`src/rtl/multicycle_pkg.sv`:
```
// Shared opcode constants, FSM state and opcode-class types for the multi-cycle controller.
package multicycle_pkg;

  localparam int unsigned OPCODE_W = 6;
  localparam int unsigned FUNC_W   = 4;

  localparam logic [OPCODE_W-1:0] OP_RTYPE = 6'b100000;
  localparam logic [OPCODE_W-1:0] OP_LI    = 6'b111000;
  localparam logic [OPCODE_W-1:0] OP_ADDI  = 6'b110000;
  localparam logic [OPCODE_W-1:0] OP_ANDI  = 6'b110010;
  localparam logic [OPCODE_W-1:0] OP_ORI   = 6'b110011;
  localparam logic [OPCODE_W-1:0] OP_LB    = 6'b000011;
  localparam logic [OPCODE_W-1:0] OP_LW    = 6'b001111;
  localparam logic [OPCODE_W-1:0] OP_SB    = 6'b000111;
  localparam logic [OPCODE_W-1:0] OP_SW    = 6'b011111;
  localparam logic [OPCODE_W-1:0] OP_B     = 6'b111111;
  localparam logic [OPCODE_W-1:0] OP_BEQ   = 6'b000000;
  localparam logic [OPCODE_W-1:0] OP_BNE   = 6'b000001;

  localparam logic [FUNC_W-1:0] ALU_ADD = 4'd0;
  localparam logic [FUNC_W-1:0] ALU_SUB = 4'd1;
  localparam logic [FUNC_W-1:0] ALU_AND = 4'd2;
  localparam logic [FUNC_W-1:0] ALU_OR  = 4'd3;

  typedef enum logic [3:0] {
    S_INIT, S_FETCH, S_DECODE, S_EXEC, S_WB_ALU, S_ADDR,
    S_MEM, S_WB_MEM, S_JUMP, S_CMP, S_NOP, S_HALT
  } state_t;

  typedef enum logic [2:0] {
    CL_RTYPE, CL_ITYPE, CL_MEM, CL_JUMP, CL_CMP, CL_UNDEF
  } op_class_t;

  typedef struct packed {
    op_class_t         cls;
    logic              is_byte;
    logic              is_store;
    logic              is_bne;
    logic [FUNC_W-1:0] imm_func;
  } op_info_t;

endpackage

```
`src/rtl/multicycle_opcode_decode.sv`:
```
// Combinational opcode classifier: class, byte/store/bne flags and I-type ALU function.
module multicycle_opcode_decode
  import multicycle_pkg::*;
(
  input  logic [OPCODE_W-1:0] opcode,
  output op_info_t            info
);

  always_comb begin
    info          = '0;
    info.cls      = CL_UNDEF;
    info.imm_func = ALU_ADD;
    case (opcode)
      OP_RTYPE:      info.cls = CL_RTYPE;
      OP_LI, OP_ADDI: info.cls = CL_ITYPE;
      OP_ANDI: begin
        info.cls      = CL_ITYPE;
        info.imm_func = ALU_AND;
      end
      OP_ORI: begin
        info.cls      = CL_ITYPE;
        info.imm_func = ALU_OR;
      end
      OP_LW:   info.cls = CL_MEM;
      OP_LB: begin
        info.cls     = CL_MEM;
        info.is_byte = 1'b1;
      end
      OP_SW: begin
        info.cls      = CL_MEM;
        info.is_store = 1'b1;
      end
      OP_SB: begin
        info.cls      = CL_MEM;
        info.is_byte  = 1'b1;
        info.is_store = 1'b1;
      end
      OP_B:    info.cls = CL_JUMP;
      OP_BEQ:  info.cls = CL_CMP;
      OP_BNE: begin
        info.cls    = CL_CMP;
        info.is_bne = 1'b1;
      end
      default: ;
    endcase
  end

endmodule

```
`src/rtl/multicycle_control.sv`:
```
// Multi-cycle datapath sequencer with retired-instruction counter.
// Optional: define ILLEGAL_TRAP_EN to halt on undefined opcodes and raise Illegal.
module multicycle_control
  import multicycle_pkg::*;
#(
  parameter int unsigned ALU_FUNC_W = 4,
  parameter int unsigned CNT_W      = 32
) (
  input  logic                  Clk,
  input  logic                  Reset_n,
  input  logic [31:0]           Instr,
  input  logic                  Zero,
  input  logic                  Mem_Ack,
  output logic                  IR_LdEn,
  output logic                  AB_LdEn,
  output logic                  ALUOut_LdEn,
  output logic                  MDR_LdEn,
  output logic                  PC_Sel,
  output logic                  PC_LdEn,
  output logic                  RF_WrEn,
  output logic                  RF_WrData_sel,
  output logic                  RF_B_sel,
  output logic                  ALU_Bin_sel,
  output logic [ALU_FUNC_W-1:0] ALU_func,
  output logic                  Mem_Req,
  output logic                  Mem_WrEn,
  output logic                  Mem_Byte,
  output logic [CNT_W-1:0]      Instr_Cnt,
  output logic                  Illegal
);

  state_t           state, state_nxt;
  op_info_t         dec, op_q;
  logic [CNT_W-1:0] cnt;
  logic             unused_instr;

  // Only the opcode and R-type function fields steer control.
  assign unused_instr = ^Instr[25:4];

  multicycle_opcode_decode u_decode (
    .opcode (Instr[31:26]),
    .info   (dec)
  );

  always_ff @(posedge Clk or negedge Reset_n) begin
    if (!Reset_n) begin
      state <= S_INIT;
      op_q  <= '0;
      cnt   <= '0;
    end else begin
      state <= state_nxt;
      if (state == S_DECODE) op_q <= dec;
      if (PC_LdEn) cnt <= cnt + CNT_W'(1);
    end
  end

  assign Instr_Cnt = cnt;

  // Next-state and output decode; Mealy only on Zero (CMP) and Mem_Ack (MEM).
  always_comb begin
    state_nxt     = state;
    IR_LdEn       = 1'b0;
    AB_LdEn       = 1'b0;
    ALUOut_LdEn   = 1'b0;
    MDR_LdEn      = 1'b0;
    PC_Sel        = 1'b0;
    PC_LdEn       = 1'b0;
    RF_WrEn       = 1'b0;
    RF_WrData_sel = 1'b0;
    RF_B_sel      = 1'b0;
    ALU_Bin_sel   = 1'b0;
    ALU_func      = '0;
    Mem_Req       = 1'b0;
    Mem_WrEn      = 1'b0;
    Mem_Byte      = 1'b0;
    Illegal       = 1'b0;
    case (state)
      S_INIT:  state_nxt = S_FETCH;
      S_FETCH: begin
        IR_LdEn   = 1'b1;
        state_nxt = S_DECODE;
      end
      S_DECODE: begin
        AB_LdEn  = 1'b1;
        RF_B_sel = (dec.cls inside {CL_ITYPE, CL_MEM, CL_CMP});
        case (dec.cls)
          CL_RTYPE, CL_ITYPE: state_nxt = S_EXEC;
          CL_MEM:             state_nxt = S_ADDR;
          CL_JUMP:            state_nxt = S_JUMP;
          CL_CMP:             state_nxt = S_CMP;
`ifdef ILLEGAL_TRAP_EN
          default:            state_nxt = S_HALT;
`else
          default:            state_nxt = S_NOP;
`endif
        endcase
      end
      S_EXEC: begin
        ALUOut_LdEn = 1'b1;
        if (op_q.cls == CL_ITYPE) begin
          ALU_func    = ALU_FUNC_W'(op_q.imm_func);
          ALU_Bin_sel = 1'b1;
          RF_B_sel    = 1'b1;
        end else begin
          ALU_func    = ALU_FUNC_W'(Instr[3:0]);
        end
        state_nxt = S_WB_ALU;
      end
      S_WB_ALU: begin
        RF_WrEn       = 1'b1;
        RF_WrData_sel = 1'b1;
        PC_LdEn       = 1'b1;
        state_nxt     = S_FETCH;
      end
      S_ADDR: begin
        ALU_func    = ALU_FUNC_W'(ALU_ADD);
        ALU_Bin_sel = 1'b1;
        RF_B_sel    = 1'b1;
        ALUOut_LdEn = 1'b1;
        state_nxt   = S_MEM;
      end
      S_MEM: begin
        Mem_Req  = 1'b1;
        Mem_Byte = op_q.is_byte;
        Mem_WrEn = op_q.is_store;
        if (Mem_Ack) begin
          if (op_q.is_store) begin
            PC_LdEn   = 1'b1;
            state_nxt = S_FETCH;
          end else begin
            MDR_LdEn  = 1'b1;
            state_nxt = S_WB_MEM;
          end
        end
      end
      S_WB_MEM: begin
        RF_WrEn   = 1'b1;
        PC_LdEn   = 1'b1;
        state_nxt = S_FETCH;
      end
      S_JUMP: begin
        PC_Sel    = 1'b1;
        PC_LdEn   = 1'b1;
        state_nxt = S_FETCH;
      end
      S_CMP: begin
        RF_B_sel  = 1'b1;
        ALU_func  = ALU_FUNC_W'(ALU_SUB);
        PC_Sel    = op_q.is_bne ? ~Zero : Zero;
        PC_LdEn   = 1'b1;
        state_nxt = S_FETCH;
      end
      S_NOP: begin
        PC_LdEn   = 1'b1;
        state_nxt = S_FETCH;
      end
      S_HALT: begin
`ifdef ILLEGAL_TRAP_EN
        Illegal   = 1'b1;
`endif
        state_nxt = S_HALT;
      end
      default: state_nxt = S_INIT;
    endcase
  end

endmodule

```
`config.mk`:
```
export PLATFORM = sky130hd
export DESIGN_NAME = multicycle_control
export DESIGN_NICKNAME = d
export VERILOG_FILES = /design/src/rtl/multicycle_pkg.sv /design/src/rtl/multicycle_opcode_decode.sv /design/src/rtl/multicycle_control.sv
export SDC_FILE = /design/constraint.sdc
export NUM_CORES = 1
export LEC_CHECK = 0
export CAP_MARGIN = 20
export CORE_UTILIZATION = 49
export CTS_CLUSTER_DIAMETER = 100
export DETAILED_ROUTE_END_ITERATION = 16
export GPL_ROUTABILITY_DRIVEN = 0
export PLACE_DENSITY = 0.91
export SETUP_SLACK_MARGIN = 0.02
export SKIP_LAST_GASP = 1
export SYNTH_ARGS = -nofsm -noshare
export SYNTH_HDL_FRONTEND = slang
export SYNTH_SLANG_ARGS = --single-unit
```
`constraint.sdc`:
```
create_clock -name Clk -period 8.2 [get_ports Clk]
set_input_delay 2.46 -clock Clk [delete_from_list [all_inputs] [get_ports Clk]]
set_output_delay 2.46 -clock Clk [all_outputs]
set_load 0.05 [all_outputs]
```
; ---- After elaboration in Yosys (flattened, before gate mapping)
; Cells that the tools add are included.
[word_totals]
memories = 0
wordCells = 82
latch_bits = 0
ramBits = 0
output_inout_bits = 50
romBits = 0
register_bits = 46
input_bits = 36
[op_classes]
n_lt_le_gt_ge = 0
div_mod_pow = 0
n_reduce_logical = 15
n_mux = 30
n_addsub = 1
shift = 0
n_bitwise = 1
eq_ne = 28
n_mul = 0
[ops]
columns = operator, n
row1 = "equality test 6 bit, second input constant", 6
row2 = "adder 32 x 1 -> 32 bit, second input constant", 1
row3 = one-hot mux 4 bit (7 select lines), 1
row4 = two-way mux 1 bit, 18
row5 = "equality test 4 x 3 -> 1 bit, second input constant", 4
row6 = "equality test 4 bit, second input constant", 4
row7 = one-hot mux 4 bit (4 select lines), 1
row8 = one-hot mux 3 bit (5 select lines), 1
row9 = OR reduction 2 bit, 7
row10 = "equality test 4 x 2 -> 1 bit, second input constant", 2
row11 = two-way mux 4 bit, 2
row12 = one-hot mux 4 bit (2 select lines), 1
row13 = OR reduction 4 bit, 2
row14 = "equality test 3 x 1 -> 1 bit, second input constant", 2
row15 = "equality test 3 x 2 -> 1 bit, second input constant", 2
row16 = "equality test 6 x 1 -> 1 bit, second input constant", 1
row17 = "equality test 6 x 2 -> 1 bit, second input constant", 1
row18 = "equality test 6 x 3 -> 1 bit, second input constant", 1
row19 = "equality test 6 x 4 -> 1 bit, second input constant", 1
row20 = "equality test 6 x 5 -> 1 bit, second input constant", 1
row21 = logical NOT 6 bit, 1
row22 = one-hot mux 1 bit (2 select lines), 3
row23 = OR reduction 6 bit, 1
row24 = OR reduction 5 bit, 1
row25 = other kinds (10), 10

; ---- Logic depth before layout (Yosys ltp)
[logic_depth]
depth_word = 7
ltp_mapped = 6
depth_no_buf = 6

; ---- Cells and area by module
; From an unflattened synthesis, not the netlist that was laid out.
[hier_totals]
cells_unflattened = 247
area_unflattened_um2 = 2517.4
[modules_own_cells]
columns = module, seq_area_each_um2, cells_each, area_per_inst_um2, instances
row1 = multicycle_control, 1151.1, 224, 2364.8, 1
row2 = multicycle_opcode_decode, 0.0, 23, 152.6, 1

; ---- Worst setup path after synthesis
; No wires, ideal clock.
[synth_timing]
path_type = input port to output port
start = input Instr[29]
end = output RF_B_sel
t_required_ns = 5.740
t_arrival_ns = 3.906
path_slack_ns = 1.834
cell_stages = 6
cell_sequence = buf_2 -> nor2_1 -> o21ai_0 -> o21ba_2 -> a2111oi_0 -> a21o_1
[synth_via]
elab_chain_cells = 6
[synth_rtl]
columns = element, line_no
row1 = from (decl), multicycle_control.sv:11  ; input logic [31:0] Instr,
row2 = equality test 6 x 4 -> 1 bit (tied with other cells), multicycle_opcode_decode.sv:13  ; case (opcode)
row3 = OR reduction 4 bit (no line) / OR reduction 2 bit (equally long branches), -
row4 = one-hot mux 3 bit (5 select lines) (*), multicycle_opcode_decode.sv:13
row5 = equality test 3 x 1 -> 1 bit (tied with other cells), multicycle_control.sv:85  ; RF_B_sel = (dec.cls inside {CL_ITYPE, CL_MEM, CL_CMP});
row6 = nonzero test 3 bit (*), multicycle_control.sv:85
row7 = one-hot mux 1 bit (3 select lines) (*), multicycle_control.sv:77  ; case (state)
row8 = to (decl), multicycle_control.sv:22  ; output logic RF_B_sel,
; Mark *: on every way between the ends. The rest lies on a longest branch, timed or not.

; ---- Worst setup path in the final report
[layout_timing]
start = input Instr[30]
end = output RF_B_sel
; Same word-level chain as after synthesis.

==> results.py <==
metrics = {
    "die": {
        "total_core_area_sq_um": 4820,
        "die_outline_height_um": 73.4,
        "die_area_sq_um": 5390,
        "core.rowCount": 25,
        "start_util_pct": 51.8,
        "pin_count": 86,
        "chipWidth_um": 73.4,
    },
    "final_layout": {
        "syn2layout_area_growth_pct": 29.8,
        "nNetsFinal": 357,
        "utilization_pct": 67.3,
        "n_antenna_cell": 0,
        "drive_gt1_share_pct": 5.30,
        "filler_cell_count": 390,
    },
    "setup_path": {
        "crit_path_max_fanout": 10,
        "critical_path_arrival_ps": 5130,
        "critPathSlowestCell": "clkdlybuf4s50_1",
        "worst_path_most_repeated_cell": "clkdlybuf4s50_1",
        "r2r_start": "state[1]$_DFFE_PN0P_",
        "crit_path_start": "Instr[30]",
        "timing.critical_path.slowest_cell_delay_ps": 800,
        "critPathTopFamily": "buffers and inverters",
        "buffer_and_inverter_count_on_the_worst_path": 2,
        "critPathCaptureType": "primary output",
        "timing.setup.critical_path_class": "in -> out",
        "series_of_cell_instances_along_the_critical_path": "clkdlybuf4s50_1 -> nor2_1 -> o21ai_0 -> o21ba_2 -> a2111oi_0 -> a21o_1 -> clkdlybuf4s50_1",
        "worst_setup_start_kind": "input port",
        "required_time_of_the_worst_setup_path_ps": 5740,
    },
    "logic_synthesis": {
        "synth-warning-count": 0,
        "synth.avg_cell_area_sq_um": 9.57,
        "async_reset_ff_share_pct": 100,
        "synthDistinctLibCells": 47,
        "syn_nets": 298,
        "synth.top_cells.by_area": "dfrtp_1 (44%), xnor2_1 (11%), nand4_1 (4.3%)",
        "post_synth_edffs": 0,
        "area_fraction_of_the_dominant_cell_type_after_synthesis_pct": 44.1,
        "most_frequently_used_flop_master_after_synthesis": "dfrtp_1",
        "synth_area_sq_um": 2500,
        "syn_inst": 261,
        "yosys_register_bits": 44,
        "sequential_to_total_area_share_from_yosys_stat_pct": 44.1,
        "library_cell_occupying_the_most_area_in_the_post_synthesis_netlist": "dfrtp_1",
    },
    "clock_tree": {
        "worst_skew_pair.late_latency_ps": 290,
        "count_of_instances_resized_after_the_clock_tree_is_built": 0,
        "post_cts_clock_slew_at_the_launch_and_capture_registers_of_the_worst_setup_and_hold_paths_ps": 80,
        "htree_levels": 2,
        "cts_buffers": 5,
        "clock_sinks": 44,
        "clock_tree_root_driver_cell": "clkbuf_8",
        "clock_path_buffers": 2,
        "number_of_setup_buffers_added_after_cts": 0,
        "cts_tree": "done",
        "cts_hold_buf": 0,
    },
    "drt": {
        "route.detailed.vias_per_inst": 5.71,
        "dr.pass1.iters": 5,
        "wirelength_mm": 5.49,
        "detail_route.drc_violations": 0,
        "ant_nets": 0,
        "detailed_router_s_first_iteration_violation_count": 130,
        "num_vias": 2215,
        "avgRoutedWirePerCell_um": 14.1,
    },
    "hold_path": {
        "holdCritPathClass": "reg -> reg",
        "hp-start": "Instr_Cnt[31]$_DFFE_PN0P_",
    },
    "timing": {
        "timing.final.hold_violations": 0,
        "post_layout_min_period_ps": 7590,
        "timing_worst_slew_pin_value_ps": 800,
        "setup_total_negative_slack_ps": 0,
        "worst_hold_slack_ps": 471,
        "worst_clock_skew_on_the_final_layout_ps": 6.98,
        "finalCritPeriodShare_pct": 92.6,
        "max_freq_ghz": 0.132,
        "final_max_slew_viol_count": 0,
        "finalSetupViolations": 0,
        "rsz0062_at_grt": "no",
        "relSlewSlack_pct": 46.6,
        "setup_ws_ps": 609,
    },
    "grt": {
        "grt_first_pass_wirelength_mm": 9.03,
        "grt_max_degree": 45,
        "vias_in_the_first_global_route": 1918,
        "initial_antenna_violation_count": 0,
        "globalRouteOverflowTotal": 0,
        "grt_usage_pct": 21.7,
    },
    "flow_run": {
        "maxcap_violations": 0,
    },
    "power": {
        "post-layout-total-power_mw": 0.901,
        "power-per-cell-area_nw_per_um2": 278,
        "ir_worst_vdd_uv": 186,
        "power.leakage_nw": 1.31,
    },
    "place": {
        "io_buffer_count": 62,
        "placement.setup.worst_slack_ps": 637,
        "dp_hpwl_mm": 4.08,
    },
    "status": {
        "status": "finished, final reports clean",
    },
}
-- through the flow --
step,instances,cell area [sq um]
after global placement,378,3120
final,388,3240
after floorplan,261,2500
after CTS,386,3220
after detailed placement,378,3120
after global routing,388,3240
-- layout make-up --
type / count / area (sq um) / share of cell area [%]
clock buffer: 7 / 86.3 / 2.66
inverter: 4 / 15.0 / 0.463
timing repair buffer: 65 / 648 / 20.0
tap: 67 / 83.8 / 2.59
sequential: 44 / 1100 / 34.0
clock inverter: 1 / 7.51 / 0.232
multi-input combinational: 200 / 1300 / 40.1
-- metal layers --
layer	GRT usage, %	vias to the layer above	share of wire (%)
li1	-	1052	-
met4	8.55	0	1.4
met1	28.1	1076	43
met3	3.02	7	4.4
met5	0	-	0
met2	36.8	80	51
-- worst reg2reg max path, cell delays in order, from the launching register on --
cell and delay, ps:
dfrtp_1 640, nor2b_1 180, o21a_1 230, a211oi_4 220, buf_4 340, mux2_2 380
-- registers in the layout, indices dropped and copies added, names as in the netlist --
signal / cells
Instr_Cnt: 32
op_q: 8
state: 4
-- where the power goes --
part	switching (mW)	total, mW	internal, mW
Sequential	0.0585	0.313	0.254
Clock	0.0700	0.138	0.0684
Combinational	0.287	0.450	0.163
-- cell usage after synthesis, types with 2 or more instances --
cell type and count:
dfrtp_1 44, xnor2_1 31, nand2_1 22, nand3_1 20, nor2_1 19, nand4_1 17
and3_1 11, o21ai_0 9, and2_1 7, and4_1 6, nand2b_1 6, a21oi_1 5
buf_2 5, clkbuf_1 4, inv_1 4, mux2i_1 4, nand3b_1 4, nor2b_1 4
buf_6 3, nor3_1 3, a211oi_1 2, mux2_2 2, o21a_1 2, o31a_1 2
o31ai_1 2, xor2_1 2
-- cells in the final DEF, fill, tap and decap left out, types with 2 or more instances in the layout --
master	count
mux2i_1	4
inv_1	4
dfrtp_1	44
xnor2_1	31
buf_2	2
clkbuf_8	6
nand2_1	22
and4_1	6
nand4_1	17
o21a_1	2
a21oi_1	5
and2_1	7
nand3_1	20
nand2b_1	6
clkdlybuf4s50_1	61
xor2_1	2
mux2_2	2
nor2_1	19
a211oi_1	2
and3_1	11
o31ai_1	2
o31a_1	2
o21ai_0	9
nor3_1	3
nor2b_1	4
nand3b_1	4
-- path summary, 6_finish.rpt --
path,slack (ps),endpoint,cells past startpoint
setup / recovery,610,RF_B_sel,7
hold / removal,470,Instr_Cnt[31]$_DFFE_PN0P_,1
setup reg to reg,6110,Instr_Cnt[1]$_DFFE_PN0P_,5
hold reg to reg,470,Instr_Cnt[31]$_DFFE_PN0P_,1
max in group asynchronous,5650,state[1]$_DFFE_PN0P_,2
min in group asynchronous,2070,Instr_Cnt[23]$_DFFE_PN0P_,1
-- cell families (layout without fill, tap and decap cells) --
| family | count (synthesis) | after routing | share of synthesized area, % |
|---|---|---|---|
| mux | 6 | 6 | 2.51 |
| flops | 44 | 44 | 44.1 |
| simple gates | 123 | 123 | 26.8 |
| other cells | 1 | 1 | 0.150 |
| buf+inv | 17 | 77 | 3.86 |
| compound gates | 36 | 36 | 10.6 |
| fa+ha+maj | 1 | 1 | 0.501 |
| xor+xnor | 33 | 33 | 11.6 |
(Power assumes the default switching activity.)
